### src/rtl/fifo_umbral.sv
// -----------------------------------------------------------------------------
// fifo_umbral
//
// Per-lane elastic FIFO feeding the PCIe link controller. Stores DATA_WIDTH-bit
// words in a 2**ADDR_WIDTH deep register array and reports empty/full plus
// almost-empty/almost-full against thresholds programmed on umbral_LH.
//
// Ports
//   clk           : clock, all logic on rising edge
//   reset         : synchronous active-high reset (pointers, count, outputs)
//   umbral_LH     : thresholds, low half = L (almost-empty), high half = H
//   wr_en/data_in : push request and data (dropped while full)
//   rd_en         : pop request (ignored while empty)
//   data_out      : registered pop data, one cycle after rd_en
//   valid_out     : single-cycle pulse marking a new data_out word
//   empty/full    : count == 0 / count == DEPTH
//   almost_empty  : count <= L
//   almost_full   : count >= H
//   error         : sticky overflow/underflow indicator
//
// Build option
//   FIFO_ERROR_EN : when defined, error latches on wr_en while full or rd_en
//                   while empty until reset. When undefined, error is tied 0.
// -----------------------------------------------------------------------------
module fifo_umbral #(
    parameter int DATA_WIDTH   = 6,
    parameter int ADDR_WIDTH   = 3,
    parameter int UMBRALES_L_H = 8
) (
    input  logic                    clk,
    input  logic                    reset,
    input  logic [UMBRALES_L_H-1:0] umbral_LH,
    input  logic                    wr_en,
    input  logic [DATA_WIDTH-1:0]   data_in,
    input  logic                    rd_en,
    output logic [DATA_WIDTH-1:0]   data_out,
    output logic                    valid_out,
    output logic                    empty,
    output logic                    full,
    output logic                    almost_empty,
    output logic                    almost_full,
    output logic                    error
);

    localparam int DEPTH  = 1 << ADDR_WIDTH;
    localparam int CW     = ADDR_WIDTH + 1;
    localparam int HW     = UMBRALES_L_H / 2;
    // Comparison width wide enough for both count and a threshold, so a
    // threshold above DEPTH is never truncated into a false match.
    localparam int CMP_W  = (CW > HW) ? CW : HW;

    localparam logic [CW-1:0] DEPTH_C = CW'(DEPTH);

    logic [DATA_WIDTH-1:0] r_mem [DEPTH];
    logic [ADDR_WIDTH-1:0] r_wr_ptr;
    logic [ADDR_WIDTH-1:0] r_rd_ptr;
    logic [CW-1:0]         r_count;
    logic [DATA_WIDTH-1:0] r_data_out;
    logic                  r_valid_out;

    logic                  w_empty;
    logic                  w_full;
    logic                  w_push;
    logic                  w_pop;
    logic [HW-1:0]         w_umbral_L;
    logic [HW-1:0]         w_umbral_H;
    logic [CMP_W-1:0]      w_count_cmp;
    logic [CMP_W-1:0]      w_l_cmp;
    logic [CMP_W-1:0]      w_h_cmp;

    // Status flags come straight from the registered count.
    assign w_empty = (r_count == '0);
    assign w_full  = (r_count == DEPTH_C);

    // Requests are qualified by the registered flags only, so a push while
    // full is dropped even if a pop happens in the same cycle.
    assign w_push = wr_en & ~w_full;
    assign w_pop  = rd_en & ~w_empty;

    assign w_umbral_L  = umbral_LH[HW-1:0];
    assign w_umbral_H  = umbral_LH[UMBRALES_L_H-1:HW];
    assign w_count_cmp = CMP_W'(r_count);
    assign w_l_cmp     = CMP_W'(w_umbral_L);
    assign w_h_cmp     = CMP_W'(w_umbral_H);

    // Storage array: not reset, stale contents are unreachable after reset
    // because the pointers and count restart at zero.
    always_ff @(posedge clk) begin
        if (!reset && w_push) begin
            r_mem[r_wr_ptr] <= data_in;
        end
    end

    // Pointers and occupancy.
    always_ff @(posedge clk) begin
        if (reset) begin
            r_wr_ptr <= '0;
            r_rd_ptr <= '0;
            r_count  <= '0;
        end else begin
            if (w_push) begin
                r_wr_ptr <= r_wr_ptr + ADDR_WIDTH'(1);
            end
            if (w_pop) begin
                r_rd_ptr <= r_rd_ptr + ADDR_WIDTH'(1);
            end
            case ({w_push, w_pop})
                2'b10:   r_count <= r_count + CW'(1);
                2'b01:   r_count <= r_count - CW'(1);
                default: r_count <= r_count;
            endcase
        end
    end

    // Read port: data_out holds its last value when no pop occurs.
    always_ff @(posedge clk) begin
        if (reset) begin
            r_data_out  <= '0;
            r_valid_out <= 1'b0;
        end else begin
            r_valid_out <= w_pop;
            if (w_pop) begin
                r_data_out <= r_mem[r_rd_ptr];
            end
        end
    end

`ifdef FIFO_ERROR_EN
    logic r_error;

    always_ff @(posedge clk) begin
        if (reset) begin
            r_error <= 1'b0;
        end else if ((wr_en && w_full) || (rd_en && w_empty)) begin
            r_error <= 1'b1;
        end
    end

    assign error = r_error;
`else
    assign error = 1'b0;
`endif

    assign data_out     = r_data_out;
    assign valid_out    = r_valid_out;
    assign empty        = w_empty;
    assign full         = w_full;
    assign almost_empty = (w_count_cmp <= w_l_cmp);
    assign almost_full  = (w_count_cmp >= w_h_cmp);

endmodule

### config.mk
export PLATFORM = sky130hd
export DESIGN_NAME = fifo_umbral
export DESIGN_NICKNAME = d
export VERILOG_FILES = /design/src/rtl/fifo_umbral.sv
export SDC_FILE = /design/constraint.sdc
export NUM_CORES = 1
export LEC_CHECK = 0
export BUFFER_PORTS_ARGS = -buffer_cell sky130_fd_sc_hd__buf_2
export CORE_ASPECT_RATIO = 0.8
export CORE_UTILIZATION = 46
export CTS_BUF_LIST = sky130_fd_sc_hd__clkbuf_16
export DETAILED_ROUTE_END_ITERATION = 7
export GPL_TIMING_DRIVEN = 1
export SLEW_MARGIN = 0
export SYNTH_ARGS = -nofsm -noshare
export SYNTH_HDL_FRONTEND = slang
export SYNTH_SLANG_ARGS = --single-unit
export TNS_END_PERCENT = 20
### constraint.sdc
create_clock -name clk -period 3.3 [get_ports clk]
set_input_delay 0.825 -clock clk [delete_from_list [all_inputs] [get_ports clk]]
set_output_delay 0.825 -clock clk [all_outputs]
set_load 0.01 [all_outputs]
==> results.md <==
- The CTS sink count is between 60 and 70.
- Entering global routing, the biggest net connects 22 pins.
- Dividing the detail-routed via count by the number of cells gives between 5 and 6.
- Across the VDD grid, the largest voltage drop is about 350 µV.
- During synthesis, Yosys emitted a total of 0 warnings.
- For this run, the post-layout net count is between 200 and 300.
- For this design the total switching power over the nets is 0.0007582 W.
- Headroom to the max-slew limit came out at between 30 and 40%.
- The number of antenna diodes is 0.
- The maximum fanout along the worst path is 1.
- The min-delay analysis places its worst path in the category reg -> reg.
- The setup TNS is 0 ns.
- The number of gates resized after CTS is 0.
- For this run, the leading register cell type out of synthesis is sky130_fd_sc_hd__edfxtp_1.
- The later pin in the worst-skew pair is clocked with a latency of roughly 0.32 ns.
- The die covers between 0.006 and 0.007 mm².
- The clock passes through at most 2 buffers.
- The static leakage is ~1.3 nW.
- The first routing iteration left a little under 90 violations.
- The most common cell after layout, fill and taps aside is sky130_fd_sc_hd__edfxtp_1.
- Cell internal power was estimated by the tool at between 0.0015 and 0.002 W.
- With fillers left out, the area of the finished cells amounts to ~0.0034 mm².
- The width of the chip is between 80 and 90 µm.
- The wire length of the first global-routing pass is roughly 8000 µm.
- The clock-pin transition on the worst setup and hold timing paths is ~0.060 ns.
- The core utilization of the finished layout is a little under three fifths.
- Leaving out fill and tap cells, the most frequent cells in the layout are sky130_fd_sc_hd__edfxtp_1, sky130_fd_sc_hd__buf_2, sky130_fd_sc_hd__nor2_1.
- The clock network burns 35.6% of the power.
- The first TritonRoute pass finished after 5 iterations.
- For this block, the via count after detailed routing is approximately 1700.
- The average wire per cell in the routed design is 16.12 µm.
- The final global-route overflow total is 0.
- By instance count, the cell type seen most on the critical path is sky130_fd_sc_hd__a21o_1.
- The core region is slightly below 0.006 mm².
- For this run, the total global-route usage over all layers was measured as 18.60%.
- CTS built an H-tree with a depth of 3.
- Synthesis inferred between 60 and 70 register bits.
- The post-synthesis sequential area ratio is between 60% and 70%.
- The count of flip-flops with a built-in enable after synthesis is 48.
- The starting utilization of the core area is a little under half.
- The total of max-cap violations is 0.
- Synthesis produced a netlist whose cell count is ~190.
- The worst setup path is launched from a primary input.
- Hold timing on the final database bottoms out at a slack of about 0.49 ns.
- Once detail routing completed, the nets flagged for antenna violations numbered 0.
- Multiplexer cells account for about 10% of the synthesized area.
- Yosys mapped the design onto 40 distinct sky130hd cell types.
- For this design the ratio of total power to cell area is between 700 and 800 mW/mm².
- The compound-cell area share of the yosys netlist is approximately 4.7%.
- Pin placement for this block handled 30 I/O pins.
- The final count of negative-setup-slack endpoints is 0.
- After synthesis, the mean cell area works out to ~15 µm².
- The kind of critical path is in -> out.
- After detailed routing, the number of remaining DRC violations is 0.
- The kind of end point of the critical path is an output pin.
- The final estimated routing congestion in global placement is between 0.7 and 0.8.
- By area, the combinational part of the netlist is dominated by simple AND/OR/NAND/NOR gates.
- The worst path in the final design needs a cycle of 2.787 ns, including I/O delays and setup.
- The via count of the first global-routing pass is approximately 1600.
- Data on the critical path is required at its endpoint by between 2 and 2.5 ns.
- The max-slew violation total from the final report is 0.
- The ratio of final minimum period to clock period is between 80% and 90%.
- The flow ran to the end, and the final reports show no timing, DRC or antenna violations.
- Sequential cells account for between 40% and 50% of the total power.
- The critical path goes through buf_2 > ha_1 > nand2b_1 > a21o_1 > a21o_1 > a21o_1 > buf_2.
- Relative to the synthesized area, the layout overhead comes to 19.35%.
- The initial antenna violation count is 0.
- Combinational cells account for roughly a quarter of the total power.
- When the netlist entered floorplanning its net count stood at 220.
- The largest area contributor in the netlist is sky130_fd_sc_hd__edfxtp_1.
- The final HPWL from detailed placement is around 3500 µm.
- On the final layout, the worst clock skew is approximately 0.0038 ns.
- The root buffer cell chosen for the clock tree is sky130_fd_sc_hd__clkbuf_16.
- The slowest cell on the critical path is sky130_fd_sc_hd__ha_1.
- The finished layout holds between 300 and 400 standard cells, fillers aside.
- The hold violation total from the final report is 0.
- After synthesis the cells add up to about 0.0028 mm².
- Of the total synthesized cell area, the portion taken by full adders, half adders and majority gates is around 6.5%.
- The number of port buffers is 28.
- In this run the vertical extent of the chip is 72.10 µm.
- The arrival time of data at the critical path endpoint is between 1.5 and 2 ns.
- Setup repair after global routing left no endpoint under its margin.
- The synthesized netlist devotes under 10% of its cell area to XOR and XNOR gates.
- Of the cells placed in the final design, the portion with a size suffix greater than 1 is about 30%.
- The share of the synthesized area in the top cell type is between 50% and 60%.
- The total setup buffers inserted after CTS is 0.
- After clock tree synthesis, the flow added hold-fix buffers numbering 0.
- The routed wire length is just over 5000 µm.
- Counting flops with an async set or reset pin after synthesis yields a share of 0%.
- By area the synthesized netlist is led by sky130_fd_sc_hd__edfxtp_1, sky130_fd_sc_hd__dfxtp_1, sky130_fd_sc_hd__mux4_2.
- Counting the buffers created by CTS gives 9.
- The initialized floorplan defines 25 standard-cell rows.
- After Yosys synthesis, and, or, nand and nor cells account for between 10% and 20% of the synthesized area.
- Once placement completed, the tool counted placed cells totaling around 300.
- The maximum clock frequency is about 360 MHz.
- The instance area after placement is 0.003064 mm².
- Net switching is 28.77% of the power.
- For the pin with the worst max-slew slack, the measured transition is slightly above 0.9 ns.
- The biggest cell delay along the critical path is ~0.27 ns.
- The CTS tree is yes.
- The layout has 455 filler cells.
## flip-flops by register name, indices dropped and copies added, names as in the netlist
| signal | count |
|---|---|
| data_out | 6 |
| r_count | 4 |
| r_mem | 48 |
| r_rd_ptr | 3 |
| r_wr_ptr | 3 |
| valid_out | 1 |
## cell type report
cell class	count	area, µm²	share of cell area, %
multi-input combinational	106	958.4	28.42
clock inverter	5	32.53	0.9648
tap	81	101.3	3.006
timing repair buffer	34	185.2	5.492
clock buffer	11	275.3	8.163
sequential	65	1782	52.84
inverter	10	37.54	1.113
## worst paths after layout
check	from	end	slack [ns]	cells after the start
max	umbral_LH[4]	almost_full	0.51	7
min	data_out[3]	data_out[3]	0.49	2
max reg2reg	r_count[3]	r_count[3]	0.53	8
min reg2reg	data_out[3]	data_out[3]	0.49	2
## critical path, delay by kind of cell
kind	cells	cell delay, ns
buffers and inverters	2	0.23
and+or+nand+nor	1	0.14
AOI/OAI and AO/OA	3	0.50
adders and majority gates	1	0.27
## Yosys cell counts, types with 2 or more instances
master,number
sky130_fd_sc_hd__buf_6,2
sky130_fd_sc_hd__nand3_1,3
sky130_fd_sc_hd__o21a_1,2
sky130_fd_sc_hd__mux4_2,12
sky130_fd_sc_hd__nor2_1,21
sky130_fd_sc_hd__a21oi_1,5
sky130_fd_sc_hd__a21o_1,3
sky130_fd_sc_hd__dfxtp_1,17
sky130_fd_sc_hd__xor2_1,4
sky130_fd_sc_hd__buf_2,2
sky130_fd_sc_hd__inv_1,10
sky130_fd_sc_hd__nor4_1,2
sky130_fd_sc_hd__edfxtp_1,48
sky130_fd_sc_hd__ha_1,13
sky130_fd_sc_hd__nand2b_1,2
sky130_fd_sc_hd__nor3_1,5
sky130_fd_sc_hd__nand2_1,4
sky130_fd_sc_hd__clkbuf_1,2
sky130_fd_sc_hd__nor3_2,4
sky130_fd_sc_hd__nor2b_1,2
sky130_fd_sc_hd__o22ai_1,6
## through the flow
step	setup slack, ns	total power [W]
final	0.5131	0.002635
after floorplan	0.6370	0.001546
after CTS	0.5079	0.002668
after detailed placement	0.5066	0.001723
after global routing	0.3997	0.002796
after global placement	0.5408	0.001687
## logic make-up after synthesis
logic type / Yosys count
adders and majority gates: 14
xor gates and xnor gates: 6
and+or+nand+nor: 52
other: 1
buffers and inverters: 17
AOI/OAI and AO/OA: 20
muxes: 13
DFF: 65
## power groups by stage
stage	sequential [W]	combinational, W	clock (W)
CTS	0.00109	0.000625	0.000958
global route	0.00110	0.000695	0.000996
floorplan	0.00106	0.000489	0
detailed placement	0.00110	0.000621	0
finish	0.00108	0.000617	0.000937
global placement	0.00110	0.000592	0
## per-layer routing
metal | global-route usage (%) | wire length (µm)
met2 | 28.20 | 2360
met5 | 0 | 0
met3 | 8.760 | 274
met1 | 23.58 | 2301
met4 | 6.349 | 91
Power figures use the tool's default switching activity.
